File: src/rtl/polaris_bus_pkg.sv
// Shared types for the Polaris external-bus sequencer: size codes, FSM states, beat count.
package polaris_bus_pkg;

    localparam logic [1:0] SZ_BYTE  = 2'd0;
    localparam logic [1:0] SZ_HALF  = 2'd1;
    localparam logic [1:0] SZ_WORD  = 2'd2;
    localparam logic [1:0] SZ_DWORD = 2'd3;

    typedef enum logic [1:0] {
        ST_IDLE = 2'd0,
        ST_BUS  = 2'd1,
        ST_DONE = 2'd2,
        ST_ERR  = 2'd3
    } state_e;

    function automatic logic [2:0] beats(input logic [1:0] size);
        case (size)
            SZ_WORD:  beats = 3'd2;
            SZ_DWORD: beats = 3'd4;
            default:  beats = 3'd1;
        endcase
    endfunction

endpackage

File: src/rtl/polaris_bus_sequencer_if.sv
// Core-side request ports plus the 16-bit external bus; master = the sequencer, slave = core/memory side.
interface polaris_bus_sequencer_if #(parameter int ADR_W = 64);

    logic             f_req_i;
    logic [ADR_W-1:0] f_adr_i;
    logic [1:0]       f_size_i;
    logic             f_ack_o;
    logic             f_err_o;
    logic [63:0]      f_dat_o;

    logic             d_req_i;
    logic [ADR_W-1:0] d_adr_i;
    logic [1:0]       d_size_i;
    logic             d_we_i;
    logic [63:0]      d_dat_i;
    logic             d_ack_o;
    logic             d_err_o;
    logic [63:0]      d_dat_o;

    logic             cyc_o;
    logic [ADR_W-1:0] adr_o;
    logic [1:0]       size_o;
    logic             we_o;
    logic             vpa_o;
    logic [15:0]      dat_o;
    logic [15:0]      dat_i;
    logic             ack_i;

    modport master (
        input  f_req_i, f_adr_i, f_size_i,
        output f_ack_o, f_err_o, f_dat_o,
        input  d_req_i, d_adr_i, d_size_i, d_we_i, d_dat_i,
        output d_ack_o, d_err_o, d_dat_o,
        output cyc_o, adr_o, size_o, we_o, vpa_o, dat_o,
        input  dat_i, ack_i
    );

    modport slave (
        output f_req_i, f_adr_i, f_size_i,
        input  f_ack_o, f_err_o, f_dat_o,
        output d_req_i, d_adr_i, d_size_i, d_we_i, d_dat_i,
        input  d_ack_o, d_err_o, d_dat_o,
        input  cyc_o, adr_o, size_o, we_o, vpa_o, dat_o,
        output dat_i, ack_i
    );

endinterface

File: src/rtl/polaris_bus_arbiter.sv
// Two-way round-robin between fetch and data; combinational grant, last-grant flop updates only on a grant.
module polaris_bus_arbiter (
    input  logic clk_i,
    input  logic reset_i,
    input  logic i_en,
    input  logic i_f_req,
    input  logic i_d_req,
    output logic o_gnt_vld,
    output logic o_gnt_fetch
);

    logic r_last_fetch;

    // On a tie the port not served last wins; reset value favours fetch first.
    assign o_gnt_vld   = i_en & (i_f_req | i_d_req);
    assign o_gnt_fetch = i_f_req & (~i_d_req | ~r_last_fetch);

    always_ff @(posedge clk_i) begin
        if (reset_i) begin
            r_last_fetch <= 1'b0;
        end else if (o_gnt_vld) begin
            r_last_fetch <= o_gnt_fetch;
        end
    end

endmodule

File: src/rtl/polaris_bus_sequencer.sv
// Splits fetch/load/store requests into ack_i-paced 16-bit beats and assembles read data.
// Cost with no wait states: 1 IDLE + N beats + 1 DONE cycle; misaligned requests take IDLE + ERR.
module polaris_bus_sequencer
    import polaris_bus_pkg::*;
#(
    parameter int ADR_W = 64
) (
    input  logic                    clk_i,
    input  logic                    reset_i,
    polaris_bus_sequencer_if.master bus
);

    localparam logic [1:0] S_IDLE = ST_IDLE;
    localparam logic [1:0] S_BUS  = ST_BUS;
    localparam logic [1:0] S_DONE = ST_DONE;
    localparam logic [1:0] S_ERR  = ST_ERR;

    logic [1:0]       r_state;
    logic [1:0]       r_cnt;
    logic [ADR_W-1:0] r_adr;
    logic [1:0]       r_size;
    logic             r_we;
    logic             r_fetch;
    logic [63:0]      r_wdat;
    logic [63:0]      r_f_dat;
    logic [63:0]      r_d_dat;

    logic             w_gnt_vld;
    logic             w_gnt_fetch;
    logic [ADR_W-1:0] w_sel_adr;
    logic [1:0]       w_sel_size;
    logic             w_misalign;
    logic             w_cyc;
    logic             w_last;
    logic [15:0]      w_rd_word;
    logic [15:0]      w_beat_dat;

    polaris_bus_arbiter u_arb (
        .clk_i       (clk_i),
        .reset_i     (reset_i),
        .i_en        (r_state == S_IDLE),
        .i_f_req     (bus.f_req_i),
        .i_d_req     (bus.d_req_i),
        .o_gnt_vld   (w_gnt_vld),
        .o_gnt_fetch (w_gnt_fetch)
    );

    assign w_sel_adr  = w_gnt_fetch ? bus.f_adr_i  : bus.d_adr_i;
    assign w_sel_size = w_gnt_fetch ? bus.f_size_i : bus.d_size_i;
    assign w_misalign = (w_sel_size != SZ_BYTE) & w_sel_adr[0];
    assign w_cyc      = (r_state == S_BUS);
    assign w_last     = ({1'b0, r_cnt} == (beats(r_size) - 3'd1));
    assign w_rd_word  = (r_size == SZ_BYTE) ? {8'h00, bus.dat_i[7:0]} : bus.dat_i;
    // A byte store is replicated on both lanes so either byte strobe sees it.
    assign w_beat_dat = (r_size == SZ_BYTE) ? {2{r_wdat[7:0]}} : r_wdat[{r_cnt, 4'b0000} +: 16];

    always_ff @(posedge clk_i) begin
        if (reset_i) begin
            r_state <= S_IDLE;
            r_cnt   <= 2'd0;
            r_adr   <= '0;
            r_size  <= SZ_BYTE;
            r_we    <= 1'b0;
            r_fetch <= 1'b0;
            r_wdat  <= 64'd0;
            r_f_dat <= 64'd0;
            r_d_dat <= 64'd0;
        end else begin
            case (r_state)
                S_IDLE: begin
                    if (w_gnt_vld) begin
                        r_adr   <= w_sel_adr;
                        r_size  <= w_sel_size;
                        r_we    <= ~w_gnt_fetch & bus.d_we_i;
                        r_fetch <= w_gnt_fetch;
                        r_wdat  <= bus.d_dat_i;
                        r_cnt   <= 2'd0;
                        if (w_gnt_fetch) r_f_dat <= 64'd0;
                        else             r_d_dat <= 64'd0;
                        r_state <= w_misalign ? S_ERR : S_BUS;
                    end
                end
                S_BUS: begin
                    if (bus.ack_i) begin
                        if (!r_we) begin
                            if (r_fetch) r_f_dat[{r_cnt, 4'b0000} +: 16] <= w_rd_word;
                            else         r_d_dat[{r_cnt, 4'b0000} +: 16] <= w_rd_word;
                        end
                        r_cnt <= w_last ? 2'd0 : r_cnt + 2'd1;
                        if (w_last) r_state <= S_DONE;
                    end
                end
                default: r_state <= S_IDLE;
            endcase
        end
    end

    assign bus.cyc_o   = w_cyc;
    assign bus.adr_o   = r_adr + ADR_W'({r_cnt, 1'b0});
    assign bus.size_o  = r_size;
    assign bus.we_o    = w_cyc & r_we;
    assign bus.vpa_o   = w_cyc & r_fetch;
    assign bus.dat_o   = (w_cyc & r_we) ? w_beat_dat : 16'h0000;

    assign bus.f_ack_o = (r_state == S_DONE) &  r_fetch;
    assign bus.d_ack_o = (r_state == S_DONE) & ~r_fetch;
    assign bus.f_err_o = (r_state == S_ERR)  &  r_fetch;
    assign bus.d_err_o = (r_state == S_ERR)  & ~r_fetch;
    assign bus.f_dat_o = r_f_dat;
    assign bus.d_dat_o = r_d_dat;

endmodule

File: src/flat_wrapper.sv
// flat-port wrapper written by rule: the top's interface ports become plain ports
module polaris_bus_sequencer_flat import polaris_bus_pkg::*;
#(
    parameter int ADR_W = 64
)
  (clk_i, reset_i, bus_f_req_i, bus_f_adr_i, bus_f_size_i, bus_f_ack_o, bus_f_err_o, bus_f_dat_o, bus_d_req_i, bus_d_adr_i, bus_d_size_i, bus_d_we_i, bus_d_dat_i, bus_d_ack_o, bus_d_err_o, bus_d_dat_o, bus_cyc_o, bus_adr_o, bus_size_o, bus_we_o, bus_vpa_o, bus_dat_o, bus_dat_i, bus_ack_i);
  polaris_bus_sequencer_if #(.ADR_W(ADR_W)) bus_i ();
  input  logic clk_i;
  input  logic reset_i;
  input wire logic [$bits(bus_i.f_req_i)-1:0] bus_f_req_i;
  input wire logic [$bits(bus_i.f_adr_i)-1:0] bus_f_adr_i;
  input wire logic [$bits(bus_i.f_size_i)-1:0] bus_f_size_i;
  output wire logic [$bits(bus_i.f_ack_o)-1:0] bus_f_ack_o;
  output wire logic [$bits(bus_i.f_err_o)-1:0] bus_f_err_o;
  output wire logic [$bits(bus_i.f_dat_o)-1:0] bus_f_dat_o;
  input wire logic [$bits(bus_i.d_req_i)-1:0] bus_d_req_i;
  input wire logic [$bits(bus_i.d_adr_i)-1:0] bus_d_adr_i;
  input wire logic [$bits(bus_i.d_size_i)-1:0] bus_d_size_i;
  input wire logic [$bits(bus_i.d_we_i)-1:0] bus_d_we_i;
  input wire logic [$bits(bus_i.d_dat_i)-1:0] bus_d_dat_i;
  output wire logic [$bits(bus_i.d_ack_o)-1:0] bus_d_ack_o;
  output wire logic [$bits(bus_i.d_err_o)-1:0] bus_d_err_o;
  output wire logic [$bits(bus_i.d_dat_o)-1:0] bus_d_dat_o;
  output wire logic [$bits(bus_i.cyc_o)-1:0] bus_cyc_o;
  output wire logic [$bits(bus_i.adr_o)-1:0] bus_adr_o;
  output wire logic [$bits(bus_i.size_o)-1:0] bus_size_o;
  output wire logic [$bits(bus_i.we_o)-1:0] bus_we_o;
  output wire logic [$bits(bus_i.vpa_o)-1:0] bus_vpa_o;
  output wire logic [$bits(bus_i.dat_o)-1:0] bus_dat_o;
  input wire logic [$bits(bus_i.dat_i)-1:0] bus_dat_i;
  input wire logic [$bits(bus_i.ack_i)-1:0] bus_ack_i;
  assign bus_i.f_req_i = bus_f_req_i;
  assign bus_i.f_adr_i = bus_f_adr_i;
  assign bus_i.f_size_i = bus_f_size_i;
  assign bus_f_ack_o = bus_i.f_ack_o;
  assign bus_f_err_o = bus_i.f_err_o;
  assign bus_f_dat_o = bus_i.f_dat_o;
  assign bus_i.d_req_i = bus_d_req_i;
  assign bus_i.d_adr_i = bus_d_adr_i;
  assign bus_i.d_size_i = bus_d_size_i;
  assign bus_i.d_we_i = bus_d_we_i;
  assign bus_i.d_dat_i = bus_d_dat_i;
  assign bus_d_ack_o = bus_i.d_ack_o;
  assign bus_d_err_o = bus_i.d_err_o;
  assign bus_d_dat_o = bus_i.d_dat_o;
  assign bus_cyc_o = bus_i.cyc_o;
  assign bus_adr_o = bus_i.adr_o;
  assign bus_size_o = bus_i.size_o;
  assign bus_we_o = bus_i.we_o;
  assign bus_vpa_o = bus_i.vpa_o;
  assign bus_dat_o = bus_i.dat_o;
  assign bus_i.dat_i = bus_dat_i;
  assign bus_i.ack_i = bus_ack_i;
  polaris_bus_sequencer #(.ADR_W(ADR_W)) u_core (.clk_i(clk_i), .reset_i(reset_i), .bus(bus_i));
endmodule
File: config.mk
export PLATFORM = sky130hd
export DESIGN_NAME = polaris_bus_sequencer_flat
export DESIGN_NICKNAME = d
export VERILOG_FILES = /design/src/rtl/polaris_bus_pkg.sv /design/src/rtl/polaris_bus_sequencer_if.sv /design/src/rtl/polaris_bus_arbiter.sv /design/src/rtl/polaris_bus_sequencer.sv /design/src/flat_wrapper.sv
export SDC_FILE = /design/constraint.sdc
export NUM_CORES = 1
export LEC_CHECK = 0
export ABC_CLOCK_PERIOD_IN_PS = 3450
export CORE_ASPECT_RATIO = 1.4
export CORE_UTILIZATION = 41
export DETAILED_ROUTE_END_ITERATION = 6
export PLACE_DENSITY = 0.8
export SLEW_MARGIN = 20
export SYNTH_ARGS = -nofsm -noshare
export SYNTH_HDL_FRONTEND = slang
export SYNTH_SLANG_ARGS = --single-unit
export TNS_END_PERCENT = 20
File: constraint.sdc
create_clock -name clk_i -period 3.45 [get_ports clk_i]
set_clock_uncertainty 0.15 [all_clocks]
set_input_delay 0.69 -clock clk_i [delete_from_list [all_inputs] [get_ports clk_i]]
set_output_delay 0.69 -clock clk_i [all_outputs]
set_load 0.01 [all_outputs]
### Word level (Yosys, flattened, before mapping)

Cells that the tools add are included.

| word-level totals | value |
|---|---|
| register bits after elaboration | 265 |
| input port bits | 218 |

| operators by class | value |
|---|---|
| add/sub/neg operators | 4 |
| equal/unequal tests | 14 |
| shifts and indexed selects | 3 |
| mux-type cells | 29 |
| bitwise gates (word level) | 16 |
| reduce and logical (&&, ||, !) cells | 9 |

Operators by type and width:

| cell | number |
|---|---|
| $mux W64 | 11 |
| $pmux W64 S2 | 2 |
| $bwmux W64 | 2 |
| $add A64 B3 Y64 | 1 |
| $shift A16 B8 Y64 const A | 1 |
| $shiftx A16 B8 Y64 | 1 |
| $shiftx A64 B7 Y16 | 1 |
| $mux W16 | 3 |
| $mux W2 | 8 |
| $reduce_and A6 Y1 | 2 |
| $and A1 B1 Y1 | 10 |
| $ne A2 B2 Y1 const B | 5 |
| $eq A2 B2 Y1 const B | 4 |
| $neg A6 Y8 | 1 |
| $pmux W2 S2 | 2 |
| $ne A2 B1 Y1 const B | 3 |
| $pmux W3 S2 | 1 |
| $reduce_and A3 Y1 | 2 |
| $logic_not A2 Y1 | 2 |
| $not A1 Y1 | 4 |
| $reduce_bool A2 Y1 | 2 |
| $eq A2 B3 Y1 | 1 |
| $sub A3 B1 Y3 const B | 1 |
| $add A2 B1 Y2 const B | 1 |
| other kinds (3) | 4 |

### Logic depth before layout (Yosys ltp)

Gate-level depths: netlist of run 1.

| depth | value |
|---|---|
| depth in word-level cells | 9 |
| mapped depth | 9 |
| gate-level depth less buffers | 8 |

### Hierarchy

A second synthesis of run 1 with hierarchy kept.

| unflattened totals | value |
|---|---|
| cell total of the unflattened synthesis | 1524 |
| area, all modules | 12354.3 sq um |

By module, submodules not included:

| module | times used | cells an instance | area each (sq um) | sequential area each (sq um) |
|---|---|---|---|---|
| polaris_bus_sequencer | 1 | 1518 | 12293.0 | 5285.1 |
| polaris_bus_arbiter | 1 | 6 | 61.3 | 20.0 |

### Worst setup path before layout of run 1

No wires, ideal clock.

| timing | value |
|---|---|
| kind | flip-flop to output port |
| start point | register u_core.r_cnt[1] |
| end point | output port bus_adr_o[57] |
| arrival time | 2715 ps |
| path slack | -105 ps |
| stages on the path, launching flop included | 10 |
| path through | dfxtp_1 clkbuf_1 inv_1 fa_1 nand4b_1 nor4_4 and3_1 buf_2 nand4_1 xnor2_1 |

| on the way | value |
|---|---|
| cells in the longest elaborated chain, start to end | 1 |

RTL lines:

| element | RTL line | source |
|---|---|---|
| from (decl) | polaris_bus_sequencer.sv:19 | `logic [1:0] r_cnt;` |
| from (signal assigned) | polaris_bus_sequencer.sv:89 | `r_cnt <= w_last ? 2'd0 : r_cnt + 2'd1;` |
| $add A64 B3 Y64 | polaris_bus_sequencer.sv:99 | `assign bus.adr_o = r_adr + ADR_W'({r_cnt, 1'b0});` |
| to (decl) | flat_wrapper.sv:25 | `output wire logic [$bits(bus_i.adr_o)-1:0] bus_adr_o;` |

No other way between the ends.

### Final worst setup path of run 1

| timing | value |
|---|---|
| start point | register u_core.r_adr[1] |
| end point | output port bus_adr_o[57] |

| on the way | value |
|---|---|
| cells in the longest elaborated chain, start to end | 1 |

RTL lines:

| element | RTL line | source |
|---|---|---|
| from (decl) | polaris_bus_sequencer.sv:20 | `logic [ADR_W-1:0] r_adr;` |
| from (signal assigned) | polaris_bus_sequencer.sv:72 | `r_adr <= w_sel_adr;` |
| $add A64 B3 Y64 | polaris_bus_sequencer.sv:99 |  |

No other way between the ends.

==> run metrics, run 1 <==
Worst Path Required=2.61 ns; final non-filler cell total=2244; CP Capture Type=output port; status=complete, but fails checks; R2R Path Start=u_core.r_cnt[0]; top routing layer in use=met5; class of the worst hold path=reg -> reg; HP Start=u_core.r_wdat[60]; maximum root-to-sink buffer count=3; Detail Route met2 WL=22700 um; post-synthesis async set-or-reset flop share=0; Cells after DPL=2180; CP arrival=2.87 ns; die area=31400 um2; Net count, final=2058; WL per Instance=19.5 um; Avg Inst Size Synth=9.01 um2; failing checks=setup timing; fin worst setup slack=-0.260 ns; Cell variety after synth=50; Critical Path Slowest Stage Cell=dfxtp_2; FF-to-FF path depth=6; hold path endpoint=u_core.r_wdat[60]; largest net degree at the start of global routing=103; Clock Sink Count=264; ys flop type=dfxtp_1; H-tree depth=1; Iter 0 DRT Violations=599; critical path's largest stage delay=0.35 ns; reg2reg end=u_core.bus.f_dat_o[10]; Core Util, Final=0.628; RSZ-0062 raised after global routing=yes; Die W=150 um; Core ar.=30000 um2; Filler cells=2537; CTS Buf Count=28; placer congestion estimate=0.965; flop2flop setup slack=0.68 ns; final critical-path share of the clock period=1.08; sequential area share after synthesis=0.420; DP HPWL=32700 um; maximum capacitance violations=0; wl on met1=15600 um; Crit Path Class=reg -> out; minimum clock period=3.71 ns; Vias/cell=5.31; worst path cell trace=ha_4 > inv_2 > fa_2 > nand4b_1 > nor4_4 > buf_4 > and3_4 > buf_12 > nand4_1 > xnor2_1 > buf_2; number of hold violations in the final report=0; slew margin rel.=0.322; Commonest cells post-synth=dfxtp_1 (264), nand2_1 (208), mux2i_1 (195); hold buffer count at cts=0; Cell Area, Synth=12600 um2; TritonCTS clock tree=yes; Pre-antenna DRT Iters=5; Boundary Pins=435; routed via count=11900; post-route ant nets=0; Synth area leader=dfxtp_1; initial core utilization=0.419; layout cells sized above 1=0.127; clk_lat worst skew=0.55 ns; I/O Buffers=434; cell count after synthesis=1396; floorplan row count=75; first-pass GRT wire length=66800 um; CTS clk-pin slew, worst paths=0.07 ns; endpoints failing setup=29; Worst Path Max Fanout=11; gr usage total=0.275; P_leak=7.43 nW; Max IR drop VDD=0.000281 V; Post-synth EDFFs=0; hold path cells=2; pwr dens=494 nW/um2; count leader, synth=dfxtp_1; drt total wl=43800 um; initial antenna violation count=7; Syn Nets=1621; Yosys top cell area share=0.420; top post-synthesis cells by area=dfxtp_1 (42%), mux2i_1 (16%), nand2b_1 (6.5%); Ys Warns=0; Remaining DRCs=0; Synth Register Bits=264; met3 wire length=3370 um; die height=209 um; Setup WS pre-CTS=-0.365 ns; Final Slew Violations=0; vias in the first global route=12100; Least-Margin Pin Slew=1.02 ns; area grow syn2layout=50.0%; root buf cell=clkbuf_16; FMAX=270 MHz; crit start category=flip-flop; total global routing overflow=0
[cell usage in the layout, fill, tap and decap left out, types with 8 or more instances in the layout]
master,count
a211oi_1,67
a21oi_1,83
and3_1,8
buf_2,36
buf_4,56
buf_6,8
bufinv_16,11
clkbuf_16,29
clkdlybuf4s50_1,379
dfxtp_1,260
dlygate4sd2_1,13
inv_1,14
mux2i_1,195
mux4_2,16
nand2_1,207
nand2b_1,130
nand3_1,55
nand4_1,20
nor2_1,88
nor2_2,8
xnor2_1,37
xor2_1,23
[cell type report]
class                      count  area (um2)  area share
sequential                   264        5290       0.281
clock buffer                  35         798      0.0423
tap                          385         482      0.0255
timing repair buffer         504        4790       0.254
antenna                        4        10.0    0.000531
inverter                      15        56.3     0.00299
multi-input combinational   1020        7060       0.374
clock inverter                17         373      0.0198
[what timing repair did]
item,in CTS,in global routing
gates resized for setup,213,17
pin swaps,18,17
endpoints found under the setup margin,64,73
buffers inserted,5,3
[worst max-delay path, delay by kind of cell, from the launching register on]
family | cells | cell delay [ns]
and+or+nand+nor | 4 | 0.80
adders and majority gates | 2 | 0.48
DFF | 1 | 0.35
xor gates and xnor gates | 1 | 0.20
buffers and inverters | 4 | 0.48
[worst max-delay path by stage]
stage	startpoint	to	slack (ns)	cells past startpoint
2_1_floorplan	u_core.r_cnt[1]	bus_adr_o[57]	0.03	9
3_3_place_gp	u_core.r_adr[1]	bus_adr_o[35]	-0.30	10
3_5_place_dp	u_core.r_adr[1]	bus_adr_o[35]	-0.37	10
4_1_cts	u_core.r_adr[1]	bus_adr_o[57]	-0.30	11
5_1_grt	u_core.r_adr[1]	bus_adr_o[57]	-0.40	11
6_report	u_core.r_adr[1]	bus_adr_o[57]	-0.26	11
[routing by layer]
| metal | track usage | up-vias |
|---|---|---|
| met1 | 0.290 | 5575 |
| li1 | - | 5699 |
| met4 | 0.141 | 6 |
| met3 | 0.0566 | 123 |
| met2 | 0.507 | 522 |
| met5 | 0 | - |
[per-stage QoR]
step	instance area, um2	power, mW	setup TNS, ns	hold WS, ns
floorplan	12600	4.66	0	0.283
global placement	17500	5.63	-3.09	0.289
detailed placement	17500	5.66	-4.50	0.295
CTS	18800	9.36	-5.05	0.303
global route	18900	9.68	-10.43	0.327
finish	18900	9.32	-4.34	0.306
[power breakdown]
| group | switching [mW] | internal [mW] | leakage (nW) |
|---|---|---|---|
| Combinational | 1.08 | 0.964 | 4.70 |
| Sequential | 0.215 | 3.28 | 2.16 |
| Clock | 1.32 | 2.46 | 0.567 |
| Total | 2.62 | 6.70 | 7.43 |
[registers in the layout (all words and copies together), names as in the netlist]
register                   flops
u_core.r_adr                  64
u_core.r_state                 2
u_core.r_cnt                   2
u_core.u_arb.r_last_fetch      1
u_core.r_wdat                 64
u_core.bus.f_dat_o            64
u_core.bus.size_o              2
u_core.bus.d_dat_o            64
u_core.r_we                    1
[cell families after synthesis]
family | share of synthesized area
AND/OR/NAND/NOR | 0.224
flip-flops | 0.420
multiplexers | 0.184
AO/OA/AOI/OAI | 0.0833
buffers and inverters | 0.0380
XOR/XNOR | 0.0432
adder cells (fa/ha/maj) | 0.00756
No activity file was read; power rests on OpenSTA's default activity.
==> inputs of run 2 (changes only) <==
--- a/config.mk
+++ b/config.mk
@@ -6,10 +6,13 @@
 export NUM_CORES = 1
 export LEC_CHECK = 0
 export ABC_CLOCK_PERIOD_IN_PS = 3450
+export CELL_PAD_IN_SITES_DETAIL_PLACEMENT = 1
+export CELL_PAD_IN_SITES_GLOBAL_PLACEMENT = 2
 export CORE_ASPECT_RATIO = 1.4
-export CORE_UTILIZATION = 41
+export CORE_UTILIZATION = 24
 export DETAILED_ROUTE_END_ITERATION = 6
-export PLACE_DENSITY = 0.8
+export GPL_TIMING_DRIVEN = 0
+export PLACE_DENSITY_LB_ADDON = 0.05
 export SLEW_MARGIN = 20
 export SYNTH_ARGS = -nofsm -noshare
 export SYNTH_HDL_FRONTEND = slang
==> run 2 against run 1 <==
The run still ends with setup timing left. Setup slack worse by 0.094 ns. Critical endpoint unchanged. Non-clock buffer count up 52. Highest routed layer unchanged. Die area grew 70%. Critical path depth rose by 1. Final cell count is 14% higher. Combinational power increased by 4%. Critical path type unchanged.
==> run metrics, run 2 (same netlist as run 1, synthesis figures left out) <==
minimum clock period=3.80 ns (was 3.71 ns); fin area=19300 um2 (was 18900 um2); R2R Path Start=u_core.r_state[0] (was u_core.r_cnt[0]); layout cells sized above 1=0.123 (was 0.127); fin worst setup slack=-0.354 ns (was -0.260 ns); Vias/cell=4.63 (was 5.31); Core ar.=51400 um2 (was 30000 um2); clock network power share=0.372 (was 0.406); H-tree depth=1 (unchanged); post-route ant nets=0 (unchanged); failing checks=setup timing (unchanged); most frequent cells in the layout=clkdlybuf4s50_1 (381), dfxtp_1 (261), nand2_1 (205) (was clkdlybuf4s50_1 (379), dfxtp_1 (260), nand2_1 (207)); number of hold violations in the final report=0 (unchanged); Worst Path Max Fanout=5 (was 11); initial antenna violation count=7 (unchanged); initial core utilization=0.245 (was 0.419); Seq pwr share=0.391 (was 0.375); sw frac=0.315 (was 0.281); largest net degree at the start of global routing=16 (was 103); critical path's largest stage delay=0.38 ns (was 0.35 ns); CTS clk-pin slew, worst paths=0.07 ns (about the same); Net count, final=2113 (was 2058); Core Util, Final=0.376 (was 0.628); Power Internal=6.17 mW (was 6.70 mW); Clock Sink Count=264 (unchanged); die height=273 um (was 209 um); CP Capture Type=output port (unchanged); Worst Path Required=2.61 ns (about the same); gr usage total=0.201 (was 0.275); CP arrival=2.96 ns (was 2.87 ns); class of the worst hold path=reg -> reg (unchanged); Iter 0 DRT Violations=331 (was 599); endpoints failing setup=58 (was 29); die area=53300 um2 (was 31400 um2); drt total wl=54700 um (was 43800 um); Max IR drop VDD=0.000387 V (was 0.000281 V); HP Start=u_core.r_wdat[38] (was u_core.r_wdat[60]); floorplan row count=98 (was 75); P_leak=7.46 nW (was 7.43 nW); Pre-antenna DRT Iters=4 (was 5); DP HPWL=43800 um (was 32700 um); final critical-path share of the clock period=1.10 (was 1.08); commonest non-fill, non-tap cell in the layout=clkdlybuf4s50_1 (unchanged); Tot Pwr=9.01 mW (was 9.32 mW); pwr dens=466 nW/um2 (was 494 nW/um2); WL per Instance=21.3 um (was 19.5 um); routed via count=11900 (about the same); total global routing overflow=0 (unchanged); FMAX=263 MHz (was 270 MHz); status=complete, but fails checks (unchanged); Crit. Startpoint=u_core.r_cnt[1] (was u_core.r_adr[1]); RSZ-0062 raised after global routing=yes (unchanged); DP Area=17700 um2 (was 17500 um2); setup TNS=-12.69 ns (was -4.34 ns); Boundary Pins=435 (unchanged); worst path cell trace=clkbuf_16 > clkinvlp_4 > fa_2 > nand4b_1 > buf_6 > nor4_4 > buf_6 > and3_4 > buf_6 > nand4_1 > xnor2_1 > buf_4 (was ha_4 > inv_2 > fa_2 > nand4b_1 > nor4_4 > buf_4 > and3_4 > buf_12 > nand4_1 > xnor2_1 > buf_2); Comb power frac=0.237 (was 0.219); root buf cell=clkbuf_16 (unchanged); Die W=195 um (was 150 um); area grow syn2layout=53.6% (was 50.0%); TritonCTS clock tree=yes (unchanged); vias in the first global route=12600 (was 12100); maximum root-to-sink buffer count=3 (unchanged); crit start category=flip-flop (unchanged); clk_lat worst skew=0.59 ns (was 0.55 ns); placer congestion estimate=0.777 (was 0.965); CTS Buf Count=31 (was 28); maximum capacitance violations=0 (unchanged); Critical Path Slowest Stage Cell=dfxtp_4 (was dfxtp_2); Remaining DRCs=0 (unchanged); I/O Buffers=434 (unchanged); Sw Pwr=2.84 mW (was 2.62 mW); slew margin rel.=0.467 (was 0.322); Least-Margin Pin Slew=0.799 ns (was 1.02 ns); Crit Path Class=reg -> out (unchanged); first-pass GRT wire length=80200 um (was 66800 um); final hold slack=0.308 ns (was 0.306 ns); Worst path most repeated cell=buf_6; Final Slew Violations=0 (unchanged)
## run 2: cell count changes in the layout (fill, tap and decap cells not counted), moves of 6 or more
cell	previous run	this run
clkinv_2	2	10
xnor2_2	2	10
clkdlybuf4s15_2	2	13
clkbuf_1	1	58
xnor2_1	37	28
buf_4	56	37
bufinv_16	11	2
buf_12	7	1
## run 2: final timing paths
check | slack (ns) | depth (start not counted) | end
worst max-delay path | -0.35 | 12 | bus_adr_o[57]
worst min-delay path | 0.31 | 2 | u_core.r_wdat[38]
worst max register to register | 0.60 | 6 | u_core.r_wdat[22]
worst min register to register | 0.31 | 2 | u_core.r_wdat[38]
## run 2: layout make-up
| cell class | count | area, um2 |
|---|---|---|
| Fill cell | 5935 | 32100 |
| Multi-Input combinational cell | 1020 | 7140 |
| Sequential cell | 264 | 5290 |
| Timing Repair Buffer | 462 | 4510 |
| Clock buffer | 39 | 866 |
| Tap cell | 650 | 813 |
| Buffer | 94 | 454 |
| Clock inverter | 19 | 169 |
| Inverter | 15 | 63.8 |
| Antenna cell | 4 | 10.0 |
## run 2: critical path, delay by kind of cell (launching register included)
family / cells / cell delay [ns]
flops: 1 / 0.38
buf+inv: 6 / 0.83
xor+xnor: 1 / 0.18
simple gates: 4 / 0.64
fa+ha+maj: 1 / 0.34
## run 2: timing repair
action | 4_1_cts | 5_1_grt
endpoints found under the hold margin | 0 | 0
setup buffers | 18 | 9
cloned | 1 | 0
pin swaps | 21 | 13
hold buffers | 0 | 0
endpoints found under the setup margin | 78 | 76
gates resized for setup | 229 | 36
## run 2: power by group through the flow
stage	combinational, mW	clock [mW]	sequential (mW)
after floorplan	1.16	0	3.51
after detailed placement	2.20	0	3.58
after global placement	2.19	0	3.57
final	2.13	3.35	3.53
after CTS	2.18	3.47	3.52
after global routing	2.32	3.60	3.56
## run 2: per-stage QoR
stage,setup WS (ns),std cells
floorplan,0.0344,1396
global placement,-1.28,2480
detailed placement,-1.29,2480
CTS,-0.439,2554
global route,-0.554,2564
finish,-0.354,2567
## run 2: per-layer routing
layer	share of wire	GRT usage	up-vias
met5	0.0011	0	-
met4	0.022	0.0520	8
met3	0.056	0.0421	61
met2	0.53	0.383	300
met1	0.39	0.222	5713
li1	-	-	5805
==> inputs of run 3 (changes only) <==
--- a/config.mk
+++ b/config.mk
@@ -6,10 +6,10 @@
 export NUM_CORES = 1
 export LEC_CHECK = 0
 export ABC_CLOCK_PERIOD_IN_PS = 3450
-export CELL_PAD_IN_SITES_DETAIL_PLACEMENT = 1
-export CELL_PAD_IN_SITES_GLOBAL_PLACEMENT = 2
-export CORE_ASPECT_RATIO = 1.4
-export CORE_UTILIZATION = 24
+export CELL_PAD_IN_SITES_DETAIL_PLACEMENT = 0
+export CELL_PAD_IN_SITES_GLOBAL_PLACEMENT = 1
+export CORE_ASPECT_RATIO = 1.75
+export CORE_UTILIZATION = 30
 export DETAILED_ROUTE_END_ITERATION = 6
 export GPL_TIMING_DRIVEN = 0
 export PLACE_DENSITY_LB_ADDON = 0.05
==> run 3 against run 2 <==
The flow still finishes with violations (setup timing). Fmax down 1.6%. Via count fell by 1.1%. Sequential cell count is the same. Final cell count is 4.6% lower. Combinational power is essentially flat. Total power shrank 5.4%. Sequential share of layout area rose by 0.66 points. Non-clock buffer count shrank 8. Highest routed layer is now met4. Utilization increased by 8.4 points. Setup slack worse by 0.060 ns.
==> run metrics, run 3 (same netlist as run 1, synthesis figures left out) <==
status=complete, but fails checks (unchanged); failing checks=setup timing (unchanged); die area=42800 um2 (was 53300 um2); die height=273 um (unchanged); H-tree depth=1 (unchanged); HP Start=u_core.r_wdat[35] (was u_core.r_wdat[38]); fin worst setup slack=-0.415 ns (was -0.354 ns); Die W=157 um (was 195 um); WL per Instance=20.7 um (was 21.3 um); routed via count=11800 (was 11900); root buf cell=clkbuf_16 (unchanged); drt total wl=50700 um (was 54700 um); layout cells sized above 1=0.118 (was 0.123); Sw Pwr=2.69 mW (was 2.84 mW); slew margin rel.=0.466 (was 0.467); post-route ant nets=0 (unchanged); R2R Path Start=u_core.r_state[0] (unchanged); final critical-path share of the clock period=1.12 (was 1.10); endpoints failing setup=35 (was 58); maximum root-to-sink buffer count=3 (unchanged); Worst Path Required=2.61 ns (about the same); hold buffer count at cts=0 (unchanged); Power Internal=5.83 mW (was 6.17 mW); Max IR drop VDD=0.000290 V (was 0.000387 V); CTS Buf Count=26 (was 31); largest net degree at the start of global routing=15 (was 16); area grow syn2layout=50.3% (was 53.6%); commonest non-fill, non-tap cell in the layout=clkdlybuf4s50_1 (unchanged); Clock Sink Count=264 (unchanged); Iter 0 DRT Violations=343 (was 331); minimum clock period=3.86 ns (was 3.80 ns); Final Slew Violations=0 (unchanged); crit start category=flip-flop (unchanged); CTS clk-pin slew, worst paths=0.07 ns (about the same); Tot Pwr=8.52 mW (was 9.01 mW); I/O Buffers=434 (unchanged); clk_lat worst skew=0.57 ns (was 0.59 ns); Boundary Pins=435 (unchanged); Vias/cell=4.80 (was 4.63); CP delay by family, top=simple AND/OR/NAND/NOR gates (was buffers and inverters); Pre-antenna DRT Iters=5 (was 4); total global routing overflow=0 (unchanged); first-pass GRT wire length=73300 um (was 80200 um); placer congestion estimate=0.845 (was 0.777); Crit. Startpoint=u_core.r_cnt[1] (unchanged); most frequent cells in the layout=clkdlybuf4s50_1 (376), dfxtp_1 (253), nand2_1 (207) (was clkdlybuf4s50_1 (381), dfxtp_1 (261), nand2_1 (205)); Filler cells=4068 (was 5935); Remaining DRCs=0 (unchanged); CP Capture Type=output port (unchanged); Core ar.=41100 um2 (was 51400 um2); Critical Path Slowest Stage Cell=dfxtp_4 (unchanged); number of hold violations in the final report=0 (unchanged); gr usage total=0.232 (was 0.201); footprint of the multi-input gates=7100 um2 (was 7140 um2); maximum capacitance violations=0 (unchanged); vias in the first global route=12100 (was 12600); Seq pwr share=0.412 (was 0.391); final hold slack=0.301 ns (was 0.308 ns); critical path's largest stage delay=0.39 ns (was 0.38 ns); floorplan row count=98 (unchanged); Net count, final=2100 (was 2113); initial core utilization=0.306 (was 0.245); pwr dens=451 nW/um2 (was 466 nW/um2); class of the worst hold path=reg -> reg (unchanged); FMAX=259 MHz (was 263 MHz); Core Util, Final=0.460 (was 0.376); DP HPWL=40500 um (was 43800 um); Comb power frac=0.250 (was 0.237); sequential cell area=5300 um2 (was 5290 um2); RSZ-0062 raised after global routing=yes (unchanged); Least-Margin Pin Slew=0.802 ns (was 0.799 ns); CP bufs+invs=4 (was 6); sw frac=0.316 (was 0.315); worst path cell trace=clkbuf_16 > clkinvlp_4 > fa_2 > nand4b_1 > nor4_4 > buf_4 > nand3_4 > nor3_2 > xor2_1 > buf_2 (was clkbuf_16 > clkinvlp_4 > fa_2 > nand4b_1 > buf_6 > nor4_4 > buf_6 > and3_4 > buf_6 > nand4_1 > xnor2_1 > buf_4); initial antenna violation count=3 (was 7); Worst Path Max Fanout=3 (was 5); TritonCTS clock tree=yes (unchanged); P_leak=7.46 nW (about the same); Crit Path Class=reg -> out (unchanged); clock network power share=0.338 (was 0.372); CP arrival=3.02 ns (was 2.96 ns)
-- run 3: cell types whose count changed in the layout (fill, tap and decap cells not counted), moves of 6 or more --
cell             previous run  this run
xnor2_2                    10         4
dlymetal6s2s_1              3        14
dfxtp_1                   261       253
dlygate4sd2_1               8         2
buf_2                      34        41
clkdlybuf4s15_2            13         6
a21oi_2                     0         6
dfxtp_2                     1         9
a21oi_1                    84        77
xnor2_1                    28        35
buf_4                      37        29
-- run 3: path summary, 6_finish.rpt --
kind	to	slack [ns]	cells past startpoint
max	bus_adr_o[49]	-0.41	10
min	u_core.r_wdat[35]	0.30	2
max reg2reg	u_core.r_wdat[61]	0.72	6
min reg2reg	u_core.r_wdat[35]	0.30	2
-- run 3: cell type report --
cell class / count / share of cell area
Buffer: 94 / 0.0255
Antenna cell: 4 / 0.000530
Timing Repair Buffer: 454 / 0.233
Clock buffer: 38 / 0.0400
Tap cell: 550 / 0.0364
Inverter: 15 / 0.00338
Sequential cell: 264 / 0.281
Clock inverter: 9 / 0.00444
Multi-Input combinational cell: 1020 / 0.376
-- run 3: metrics by stage --
| stage | cells | area (um2) | TNS, ns | worst slack [ns] |
|---|---|---|---|---|
| 3_3_place_gp | 2380 | 17600 | -38.88 | -1.30 |
| 5_1_grt | 2447 | 18900 | -13.86 | -0.531 |
| 6_report | 2448 | 18900 | -8.40 | -0.415 |
| 4_1_cts | 2441 | 18700 | -12.82 | -0.448 |
| 3_5_place_dp | 2380 | 17600 | -40.50 | -1.31 |
| 2_1_floorplan | 1396 | 12600 | 0 | 0.0344 |
-- run 3: per-layer routing --
metal,vias up,GRT usage,wire length [um]
met5,-,0,0
met4,0,0.124,2540
met3,99,0.0442,2880
met2,359,0.449,27700
met1,5521,0.228,17600
li1,5779,-,-
-- run 3: repair_timing --
| item | CTS | global route |
|---|---|---|
| buffers inserted | 17 | 3 |
| gates resized for setup | 217 | 62 |
| pin swaps | 15 | 7 |
| endpoints found under the setup margin | 77 | 71 |
| gates cloned | 0 | 0 |
-- run 3: power by group through the flow --
stage	Sequential [mW]	Clock [mW]	Combinational, mW
floorplan	3.51	0	1.16
global placement	3.56	0	2.18
detailed placement	3.57	0	2.18
CTS	3.50	2.95	2.17
global route	3.55	3.08	2.30
finish	3.51	2.88	2.13
-- run 3: tightest hold or removal path, cell delays in order (launching register included) --
cell     delay [ns]
dfxtp_1        0.31
nand2_1        0.05
a21oi_1        0.05
